--- config.mk ---
export PLATFORM = sky130hd
export DESIGN_NAME = pc_fetch_stage
export DESIGN_NICKNAME = d
export VERILOG_FILES = /design/src/rtl/pipe_pkg.sv /design/src/rtl/pc_next_sel.sv /design/src/rtl/pc_fetch_stage.sv
export SDC_FILE = /design/constraint.sdc
export NUM_CORES = 1
export LEC_CHECK = 0
export ABC_AREA = 0
export CAP_MARGIN = 30
export CORE_MARGIN = 5
export CORE_UTILIZATION = 40
export DETAILED_ROUTE_END_ITERATION = 12
export HOLD_SLACK_MARGIN = 0.02
export PLACE_DENSITY = 0.69
export SLEW_MARGIN = 25
export SYNTH_ARGS = -nofsm -noshare
export SYNTH_HDL_FRONTEND = slang
export SYNTH_SLANG_ARGS = --single-unit
export TNS_END_PERCENT = 5
--- constraint.sdc ---
create_clock -name clk -period 6.7 [get_ports clk]
set_input_delay 1.675 -clock clk [delete_from_list [all_inputs] [get_ports clk]]
set_output_delay 1.675 -clock clk [all_outputs]
set_load 0.005 [all_outputs]
--- src/rtl/pipe_pkg.sv ---
// Shared fetch-stage definitions: reset defaults, fetch FSM encoding, word-size helpers.
package pipe_pkg;

  localparam logic [31:0] RESET_PC_DEFAULT  = '0;
  localparam logic [31:0] NOP_INSTR_DEFAULT = '0;
  localparam int unsigned WORD_BYTES        = 4;

  typedef enum logic [1:0] {
    IDLE,
    FETCH,
    DRAIN
  } fetch_state_e;

  function automatic logic [31:0] word_align(input logic [31:0] addr);
    return addr & ~32'(WORD_BYTES - 1);
  endfunction

endpackage

--- src/rtl/pc_next_sel.sv ---
// Next-PC datapath: branch target adder, branch-over-jump priority mux, PC+4 incrementer.
module pc_next_sel
  import pipe_pkg::*;
(
  input  logic [31:0] pc,
  input  logic        br_taken,
  input  logic [31:0] br_base,
  input  logic [31:0] br_offset_sl2,
  input  logic        jmp,
  input  logic [31:0] jmp_target,
  output logic        redirect,
  output logic [31:0] target,
  output logic [31:0] pc_plus4
);

  always_comb begin
    redirect = br_taken | jmp;
    // The branch is the older instruction, so it beats a same-cycle jump.
    target   = br_taken ? (br_base + br_offset_sl2) : jmp_target;
    pc_plus4 = pc + 32'(WORD_BYTES);
  end

endmodule

--- src/rtl/pc_fetch_stage.sv ---
// IF stage: owns the PC, issues instruction fetches and fills the IF/ID latch.
// Optional PC_MISALIGN_TRAP_EN: misaligned redirect targets raise a sticky misalign_fault.
module pc_fetch_stage
  import pipe_pkg::*;
#(
  parameter logic [31:0] RESET_PC  = RESET_PC_DEFAULT,
  parameter logic [31:0] NOP_INSTR = NOP_INSTR_DEFAULT
) (
  input  logic        clk,
  input  logic        rst_n,
  input  logic        id_stall,
  input  logic        br_taken,
  input  logic [31:0] br_base,
  input  logic [31:0] br_offset_sl2,
  input  logic        jmp,
  input  logic [31:0] jmp_target,
  output logic        imem_req,
  output logic [31:0] imem_addr,
  input  logic        imem_ready,
  input  logic [31:0] imem_rdata,
  output logic        if_id_valid,
  output logic [31:0] if_id_instr,
  output logic [31:0] if_id_pc4,
  output logic        misalign_fault
);

`ifdef PC_MISALIGN_TRAP_EN
  localparam bit TRAP_EN = 1'b1;
`else
  localparam bit TRAP_EN = 1'b0;
`endif

  fetch_state_e state_q, state_d;
  logic [31:0]  pc_q, pc_d;
  logic [31:0]  drain_addr_q, drain_addr_d;
  logic [31:0]  instr_q, instr_d;
  logic [31:0]  pc4_q, pc4_d;
  logic         pending_q, pending_d;
  logic         valid_q, valid_d;
  logic         fault_q, fault_d;
  logic         hold_q, hold_d;

  logic         redirect;
  logic [31:0]  target;
  logic [31:0]  pc_plus4;
  logic         req;
  logic         outstanding;
  logic         fire;
  logic         misalign;

  pc_next_sel u_pc_next_sel (
    .pc            (pc_q),
    .br_taken      (br_taken),
    .br_base       (br_base),
    .br_offset_sl2 (br_offset_sl2),
    .jmp           (jmp),
    .jmp_target    (jmp_target),
    .redirect      (redirect),
    .target        (target),
    .pc_plus4      (pc_plus4)
  );

  always_ff @(posedge clk or negedge rst_n) begin
    if (!rst_n) state_q <= IDLE;
    else        state_q <= state_d;
  end

  always_comb begin
    state_d = state_q;
    unique case (state_q)
      IDLE:    state_d = FETCH;
      FETCH:   if (redirect && outstanding) state_d = DRAIN;
      DRAIN:   if (!redirect && imem_ready) state_d = FETCH;
      default: state_d = IDLE;
    endcase
  end

  // Stall only gates a new request; an issued one stays up until answered.
  always_comb begin
    req       = 1'b0;
    imem_addr = word_align(pc_q);
    unique case (state_q)
      IDLE:    req = 1'b0;
      FETCH:   req = pending_q | ~id_stall;
      DRAIN: begin
        req       = 1'b1;
        imem_addr = word_align(drain_addr_q);
      end
      default: req = 1'b0;
    endcase
    imem_req    = req;
    outstanding = req & ~imem_ready;
    fire        = (state_q == FETCH) & req & imem_ready;
    misalign    = TRAP_EN && (target[1:0] != 2'b00);
  end

  always_comb begin
    pc_d         = pc_q;
    drain_addr_d = drain_addr_q;
    valid_d      = valid_q;
    instr_d      = instr_q;
    pc4_d        = pc4_q;
    fault_d      = fault_q;
    hold_d       = hold_q;
    pending_d    = (state_q == FETCH) & outstanding & ~redirect;

    if (redirect) begin
      pc_d    = word_align(target);
      valid_d = 1'b0;
      instr_d = NOP_INSTR;
      hold_d  = misalign;
      fault_d = fault_q | misalign;
      if ((state_q == FETCH) && outstanding) drain_addr_d = pc_q;
    end else if (fire) begin
      pc_d = pc_plus4;
      if (!hold_q) begin
        valid_d = 1'b1;
        instr_d = imem_rdata;
        pc4_d   = pc_plus4;
      end
    end else if ((state_q == FETCH) && outstanding) begin
      valid_d = 1'b0;
    end
  end

  always_ff @(posedge clk or negedge rst_n) begin
    if (!rst_n) begin
      pc_q         <= RESET_PC;
      drain_addr_q <= '0;
      pending_q    <= 1'b0;
      valid_q      <= 1'b0;
      instr_q      <= NOP_INSTR;
      pc4_q        <= '0;
      fault_q      <= 1'b0;
      hold_q       <= 1'b0;
    end else begin
      pc_q         <= pc_d;
      drain_addr_q <= drain_addr_d;
      pending_q    <= pending_d;
      valid_q      <= valid_d;
      instr_q      <= instr_d;
      pc4_q        <= pc4_d;
      fault_q      <= fault_d;
      hold_q       <= hold_d;
    end
  end

  assign if_id_valid    = valid_q;
  assign if_id_instr    = instr_q;
  assign if_id_pc4      = pc4_q;
  assign misalign_fault = fault_q;

endmodule

==> results.json, run 1 <==
{
  "dr_total_vias": 7202,
  "pin_count": 233,
  "min_period_over_period": 0.696,
  "power_leakage_nw": 4.46,
  "synth-edff-count": 0,
  "place_inst": 1357,
  "grt_pass1_wl_um": 37700,
  "cts_made_buffers": 17,
  "synth.cell_area_um2": 8130,
  "h-tree-depth": 4,
  "hold_buffers": 0,
  "area_growth_syn_to_layout_pct": 36.3,
  "final_cell_mix": "224 x sky130_fd_sc_hd__clkdlybuf4s50_1, 126 x sky130_fd_sc_hd__dfrtp_1, 114 x sky130_fd_sc_hd__nand2_1",
  "vdd_ir_drop_max_mv": 0.116,
  "crit_required_ns": 5.03,
  "timing.critical_path.cells": "clkdlybuf4s50_1 > nand2b_1 > a21oi_1 > nor2b_1 > clkdlybuf4s50_1",
  "cp_slowest_stage_delay_ns": 0.55,
  "postRouteWirelength_um": 23500,
  "place_congestion": 0.858,
  "clockRootBuffer": "sky130_fd_sc_hd__clkbuf_16",
  "run_status": "finished, final reports clean",
  "report.power.total_mw": 3.13,
  "overflow": 0,
  "maxSlewHeadroom": 0.386,
  "complex_gate_fraction_of_the_synthesized_area": 0.164,
  "dominant_combinational_cell_family_by_area_after_synthesis": "compound AO/OA/AOI/OAI gates",
  "clock_path_buffers": 2,
  "synth_xor_area_frac": 0.0873,
  "post_cts_clock_slew_at_the_launch_and_capture_registers_of_the_worst_setup_and_hold_paths_ns": 0.05,
  "worst_pin_slew_ns": 0.918,
  "cts_tree": "built",
  "antenna_left": 0,
  "max-cap-violations": 0,
  "insertion_delay_ns": 0.42,
  "setup_viol_count_final": 0,
  "diodes_inserted": 0,
  "cp_slowest_cell": "sky130_fd_sc_hd__clkdlybuf4s50_1",
  "drive_gt1_frac": 0.107,
  "fmax_ghz": 0.214,
  "route.detailed.vias_per_inst": 5.18,
  "initial_antenna_violation_count": 1,
  "design.final.nets": 1277,
  "finalClockSkew_ns": 0.00960,
  "design.die.area_um2": 23300,
  "synth_seq_area_share": 0.388,
  "synth_top_cell_area_share": 0.388,
  "number_of_synthesis_warnings": 0,
  "drcViolationCount": 0,
  "synth.area.top_cells": "sky130_fd_sc_hd__dfrtp_1 39%, sky130_fd_sc_hd__mux2_2 8.6%, sky130_fd_sc_hd__a21oi_1 7.0%",
  "timing_max_transition_violations_final": 0,
  "port_buffer_cells": 225,
  "fp.dieH_um": 153,
  "detailedPlacementHpwl_um": 17500,
  "synth_seq_cells": 126,
  "critical-path-top-cell-by-count": "sky130_fd_sc_hd__clkdlybuf4s50_1",
  "timing.critical_path.fanout_max": 2,
  "gate_count_of_the_mapped_netlist": 914,
  "critical_path_class": "in -> out",
  "avg_synthesized_cell_area_um2": 8.89,
  "ctsResizeCount": 0,
  "coreArea_um2": 20100,
  "layout_commonest_cell": "sky130_fd_sc_hd__clkdlybuf4s50_1",
  "synth_mux_area_frac": 0.0945,
  "drt_pre_antenna_iters": 7,
  "row_count": 52,
  "synth_fa_ha_area_frac": 0.0539,
  "main_flop_type_after_synthesis": "sky130_fd_sc_hd__dfrtp_1",
  "total_routing_usage_reported_by_global_routing": 0.199,
  "final_cells": 1390,
  "vias_in_the_first_global_route": 7136,
  "maximum_number_of_pins_on_one_net_before_global_route_repair": 69,
  "worst_path_buffer_plus_inverter_count": 2,
  "rsz0062_at_grt": "false",
  "drt_iter0_markers": 345,
  "tns_ns": 0,
  "drt-wirelength-per-cell_um": 16.9,
  "timing.critical_path.to_type": "primary output",
  "shortest_clock_period_the_worst_path_allows_after_layout_ns": 4.66,
  "synthSimpleGateAreaFrac": 0.162,
  "starting_utilization_of_the_core_area": 0.404,
  "critical_path_arrival_ns": 2.99,
  "clkSinkCount": 126,
  "timing.hold.worst.class": "reg -> reg",
  "path_delay_family": "buffers and inverters",
  "crit_path_start_kind": "input port",
  "finalCoreUtilization": 0.551,
  "synth_area_leader_cell": "sky130_fd_sc_hd__dfrtp_1",
  "die_w_um": 153,
  "cts_post_setup_buffers_inserted": 0,
  "report.final.hold_viol_count": 0,
  "synth.distinct_cells": 64,
  "power.density_nw_per_um2": 283,
  "proportion_of_register_bits_with_asynchronous_set_or_reset_after_synthesis": 1.00
}
## where the power goes
part / internal (mW) / leakage [nW] / switching, mW
combinational: 0.644 / 2.62 / 0.498
sequential: 0.983 / 1.58 / 0.168
clock: 0.506 / 0.263 / 0.335
total: 2.13 / 4.46 / 1.00
## final cells by class
cell class | instances | area [um^2]
multi-input combinational | 707 | 4600
sequential | 126 | 3150
clock inverter | 10 | 63.8
tap | 270 | 338
timing repair buffer | 236 | 2370
fill | 1813 | 9020
inverter | 20 | 75.1
clock buffer | 21 | 480
## state kept, by name, summed over array words and instances (netlist names)
signal and cells:
if_id_pc4 30, state_q 2, pending_q 1, if_id_valid 1
if_id_instr 32, drain_addr_q 30, pc_q 30
## synthesized netlist by cell type, types with 6 or more instances
cell type and n:
sky130_fd_sc_hd__nor2b_1 6, sky130_fd_sc_hd__a21o_1 13, sky130_fd_sc_hd__a21oi_1 113, sky130_fd_sc_hd__ha_1 35, sky130_fd_sc_hd__clkbuf_1 39, sky130_fd_sc_hd__o21ai_0 43, sky130_fd_sc_hd__buf_4 7, sky130_fd_sc_hd__nand2_1 114
sky130_fd_sc_hd__o31ai_1 6, sky130_fd_sc_hd__nor3_1 14, sky130_fd_sc_hd__buf_2 6, sky130_fd_sc_hd__o21a_1 6, sky130_fd_sc_hd__a211oi_1 6, sky130_fd_sc_hd__inv_1 20, sky130_fd_sc_hd__nor2_1 89, sky130_fd_sc_hd__mux2i_1 7
sky130_fd_sc_hd__nand3_1 26, sky130_fd_sc_hd__and3_1 6, sky130_fd_sc_hd__xnor2_1 43, sky130_fd_sc_hd__dfrtp_1 126, sky130_fd_sc_hd__xor2_1 38, sky130_fd_sc_hd__nand4_1 14, sky130_fd_sc_hd__mux2_2 62
## path summary, 6_finish.rpt
path / slack [ns] / from / depth (start not counted) / to
setup / recovery: 2.04 / id_stall / 5 / imem_req
hold reg to reg: 0.50 / drain_addr_q[31] / 1 / drain_addr_q[31]
max in group asynchronous: 4.23 / rst_n / 3 / if_id_pc4[4]
min in group asynchronous: 1.11 / rst_n / 1 / if_id_instr[6]
setup reg to reg: 3.54 / state_q[0] / 8 / if_id_pc4[17]
hold / removal: 0.50 / drain_addr_q[31] / 1 / drain_addr_q[31]
## routing by layer
metal,GRT usage,vias up,part of all wire,wire (um)
li1,-,3555,-,-
met1,0.270,3353,0.46,10800
met2,0.318,259,0.45,10600
met3,0.0480,33,0.067,1570
met4,0.0602,2,0.019,441
met5,0,-,0.00085,20
## worst reg2reg max path, delay by kind of cell, from the launching register on
kind	cells	cell delay (ns)
and+or+nand+nor	3	1.13
buffers and inverters	2	0.54
AOI/OAI and AO/OA	2	0.47
DFF	1	0.41
adders and majority gates	1	0.54
## stage by stage
| stage | area (um^2) | hold WS (ns) | worst slack [ns] |
|---|---|---|---|
| after floorplan | 8140 | 0.475 | 2.98 |
| after global placement | 10500 | 0.483 | 2.01 |
| after detailed placement | 10500 | 0.494 | 2.02 |
| after CTS | 11000 | 0.506 | 2.01 |
| after global routing | 11100 | 0.522 | 1.99 |
| final | 11100 | 0.499 | 2.04 |
## cells by family (layout without fill, tap and decap cells)
logic type,count (synthesis),in the layout
simple gates,291,291
compound gates,226,226
flops,126,126
buf+inv,85,287
xor+xnor,81,81
mux,69,69
fa+ha+maj,35,35
other cells,1,5
No activity file was read; power rests on OpenSTA's default activity.
==> run 2: changes to the inputs <==
PLACE_DENSITY = 0.72   (was 0.69)
clock period = 3.8 ns   (was 6.7 ns; I/O delays follow)
==> run 2 against run 1 <==
  * Critical path depth up 5
  * Routed wire length up 0.36%
  * Clock power is 94% higher
  * First-iteration DRC count shrank 14%
  * Final cell count grew 0.79%
  * Clock skew shrank 0.0039 ns
  * Non-clock buffer count is 11 higher
  * Worst setup slack got worse by 1.5 ns
  * Critical endpoint is now pc_q[29]
==> results.json, run 2 (synthesis gave the netlist of run 1 again) <==
{
  "run_status": "finished, final reports clean",
  "r2r-start": "pc_q[4]",
  "rsz0062_at_grt": "false",
  "swShare": 0.304,
  "vdd_ir_drop_max_mv": 0.302,
  "route.detailed.vias_per_inst": 5.21,
  "drcViolationCount": 0,
  "timing_max_transition_violations_final": 0,
  "postRouteWirelength_um": 23600,
  "r2r_slack_ns": 1.11,
  "dr_total_vias": 7293,
  "worst_setup_path_endpoint": "pc_q[29]",
  "design.die.area_um2": 23300,
  "crit_required_ns": 4.11,
  "port_buffer_cells": 225,
  "ctsResizeCount": 0,
  "sequential_cell_area_um2": 3150,
  "max-cap-violations": 0,
  "place_inst": 1369,
  "grt_pass1_wl_um": 37500,
  "final_cells": 1401,
  "stdcell_area_um2": 11200,
  "drt-wirelength-per-cell_um": 16.8,
  "crit_path_start_kind": "input port",
  "hold_buffers": 0,
  "initial_antenna_violation_count": 0,
  "design.final.nets": 1288,
  "place_congestion": 0.858,
  "layout_commonest_cell": "sky130_fd_sc_hd__clkdlybuf4s50_1",
  "path_delay_family": "compound AO/OA/AOI/OAI gates",
  "worst_pin_slew_ns": 0.576,
  "power.density_nw_per_um2": 507,
  "maximum_number_of_pins_on_one_net_before_global_route_repair": 66,
  "die_w_um": 153,
  "critical-path-top-cell-by-count": "sky130_fd_sc_hd__a21oi_1",
  "drt_pre_antenna_iters": 5,
  "shortest_clock_period_the_worst_path_allows_after_layout_ns": 3.23,
  "cp.depth": 10,
  "clkSinkCount": 126,
  "area_growth_syn_to_layout_pct": 37.8,
  "maxSlewHeadroom": 0.616,
  "insertion_delay_ns": 0.42,
  "p_comb_frac": 0.357,
  "clock_path_buffers": 2,
  "timing.critical_path.cells": "clkdlybuf4s50_1 > ha_1 > a21oi_1 > a21oi_1 > a211oi_2 > o21bai_1 > nor2_1 > nor3b_1 > a2111o_1 > a41o_1",
  "report.final.hold_viol_count": 0,
  "largest_register_ffs": 32,
  "coreArea_um2": 20100,
  "layout_setup_ws_ns": 0.569,
  "final_cell_mix": "224 x sky130_fd_sc_hd__clkdlybuf4s50_1, 126 x sky130_fd_sc_hd__dfrtp_1, 114 x sky130_fd_sc_hd__nand2_1",
  "cts_tree": "built",
  "detailedPlacementHpwl_um": 18200,
  "drt_iter0_markers": 297,
  "timing.critical_path.fanout_max": 5,
  "min_period_over_period": 0.850,
  "total_switching_power_mw": 1.73,
  "cts_post_setup_buffers_inserted": 0,
  "row_count": 52,
  "drive_gt1_frac": 0.111,
  "worst_path_buffer_plus_inverter_count": 1,
  "placement.setup.worst_slack_ns": 0.144,
  "share_of_power_burned_in_the_clock_network": 0.287,
  "multi_input_area_um2": 4590,
  "cp_slowest_cell": "sky130_fd_sc_hd__a2111o_1",
  "clockRootBuffer": "sky130_fd_sc_hd__clkbuf_16",
  "filler_cell_count": 1812,
  "total_routing_usage_reported_by_global_routing": 0.199,
  "timing.critical_path.to_type": "flop",
  "setup_viol_count_final": 0,
  "overflow": 0,
  "h-tree-depth": 4,
  "dpl-instance-area_um2": 10600,
  "pin_count": 233,
  "fp.dieH_um": 153,
  "critical_path_class": "in -> reg",
  "power.share.sequential": 0.356,
  "cts_made_buffers": 17,
  "critical_path_arrival_ns": 3.54,
  "worstReg2RegEnd": "pc_q[31]",
  "starting_utilization_of_the_core_area": 0.404,
  "diodes_inserted": 0,
  "source_of_the_critical_timing_path": "br_base[6]",
  "vias_in_the_first_global_route": 7071,
  "worstRegToRegCells": 8,
  "fmax_ghz": 0.310,
  "p_int_mw": 3.95,
  "power_leakage_nw": 4.55,
  "tns_ns": 0,
  "timing.hold.worst.class": "in -> async",
  "cp_slowest_stage_delay_ns": 0.42,
  "antenna_left": 0,
  "finalClockSkew_ns": 0.00566,
  "post_cts_clock_slew_at_the_launch_and_capture_registers_of_the_worst_setup_and_hold_paths_ns": 0.05
}
run 2: cell types whose count changed in the layout (fill, tap and decap cells not counted), sizes merged:
cell / before / now
clkinvlp: 4 / 0
buf: 12 / 23
inv: 21 / 20
bufinv: 0 / 3
clkbuf: 21 / 24
clkinv: 5 / 4
run 2: metrics by stage:
step | utilization | hold slack (ns) | power [mW]
global route | 0.557 | 0.423 | 6.02
CTS | 0.556 | 0.503 | 5.73
floorplan | - | 0.475 | 3.05
global placement | 0.526 | 0.483 | 4.04
finish | 0.557 | 0.426 | 5.68
detailed placement | 0.526 | 0.491 | 4.08
run 2: routing by layer:
| layer | share of wire | GRT usage | vias up |
|---|---|---|---|
| met3 | 0.063 | 0.0460 | 30 |
| met4 | 0.023 | 0.0670 | 0 |
| met2 | 0.46 | 0.318 | 279 |
| met5 | 0 | 0 | - |
| li1 | - | - | 3580 |
| met1 | 0.45 | 0.268 | 3404 |
run 2: final cells by class:
class / count / area share
multi-input cells: 707 / 0.410
well taps: 270 / 0.0302
clock inverters: 7 / 0.00983
clock buffers: 24 / 0.0430
inverters: 20 / 0.00670
repair buffers: 247 / 0.219
flip-flops and latches: 126 / 0.282
run 2: power by group through the flow:
stage                     clock (mW)  combinational, mW  sequential (mW)
after global routing            1.73               2.22             2.08
after detailed placement           0               2.03             2.05
after global placement             0               2.01             2.02
after floorplan                    0               1.09             1.96
final                           1.63               2.03             2.02
after CTS                       1.66               2.05             2.02
run 2: how the worst min path moves through the flow:
stage | start | end | slack, ns | cells after the start
5_1_grt | rst_n | if_id_instr[0] | 0.42 | 1
2_1_floorplan | drain_addr_q[30] | drain_addr_q[30] | 0.47 | 1
4_1_cts | drain_addr_q[13] | drain_addr_q[13] | 0.50 | 1
6_report | rst_n | if_id_instr[10] | 0.43 | 1
3_5_place_dp | drain_addr_q[13] | drain_addr_q[13] | 0.49 | 1
3_3_place_gp | drain_addr_q[22] | drain_addr_q[22] | 0.48 | 1
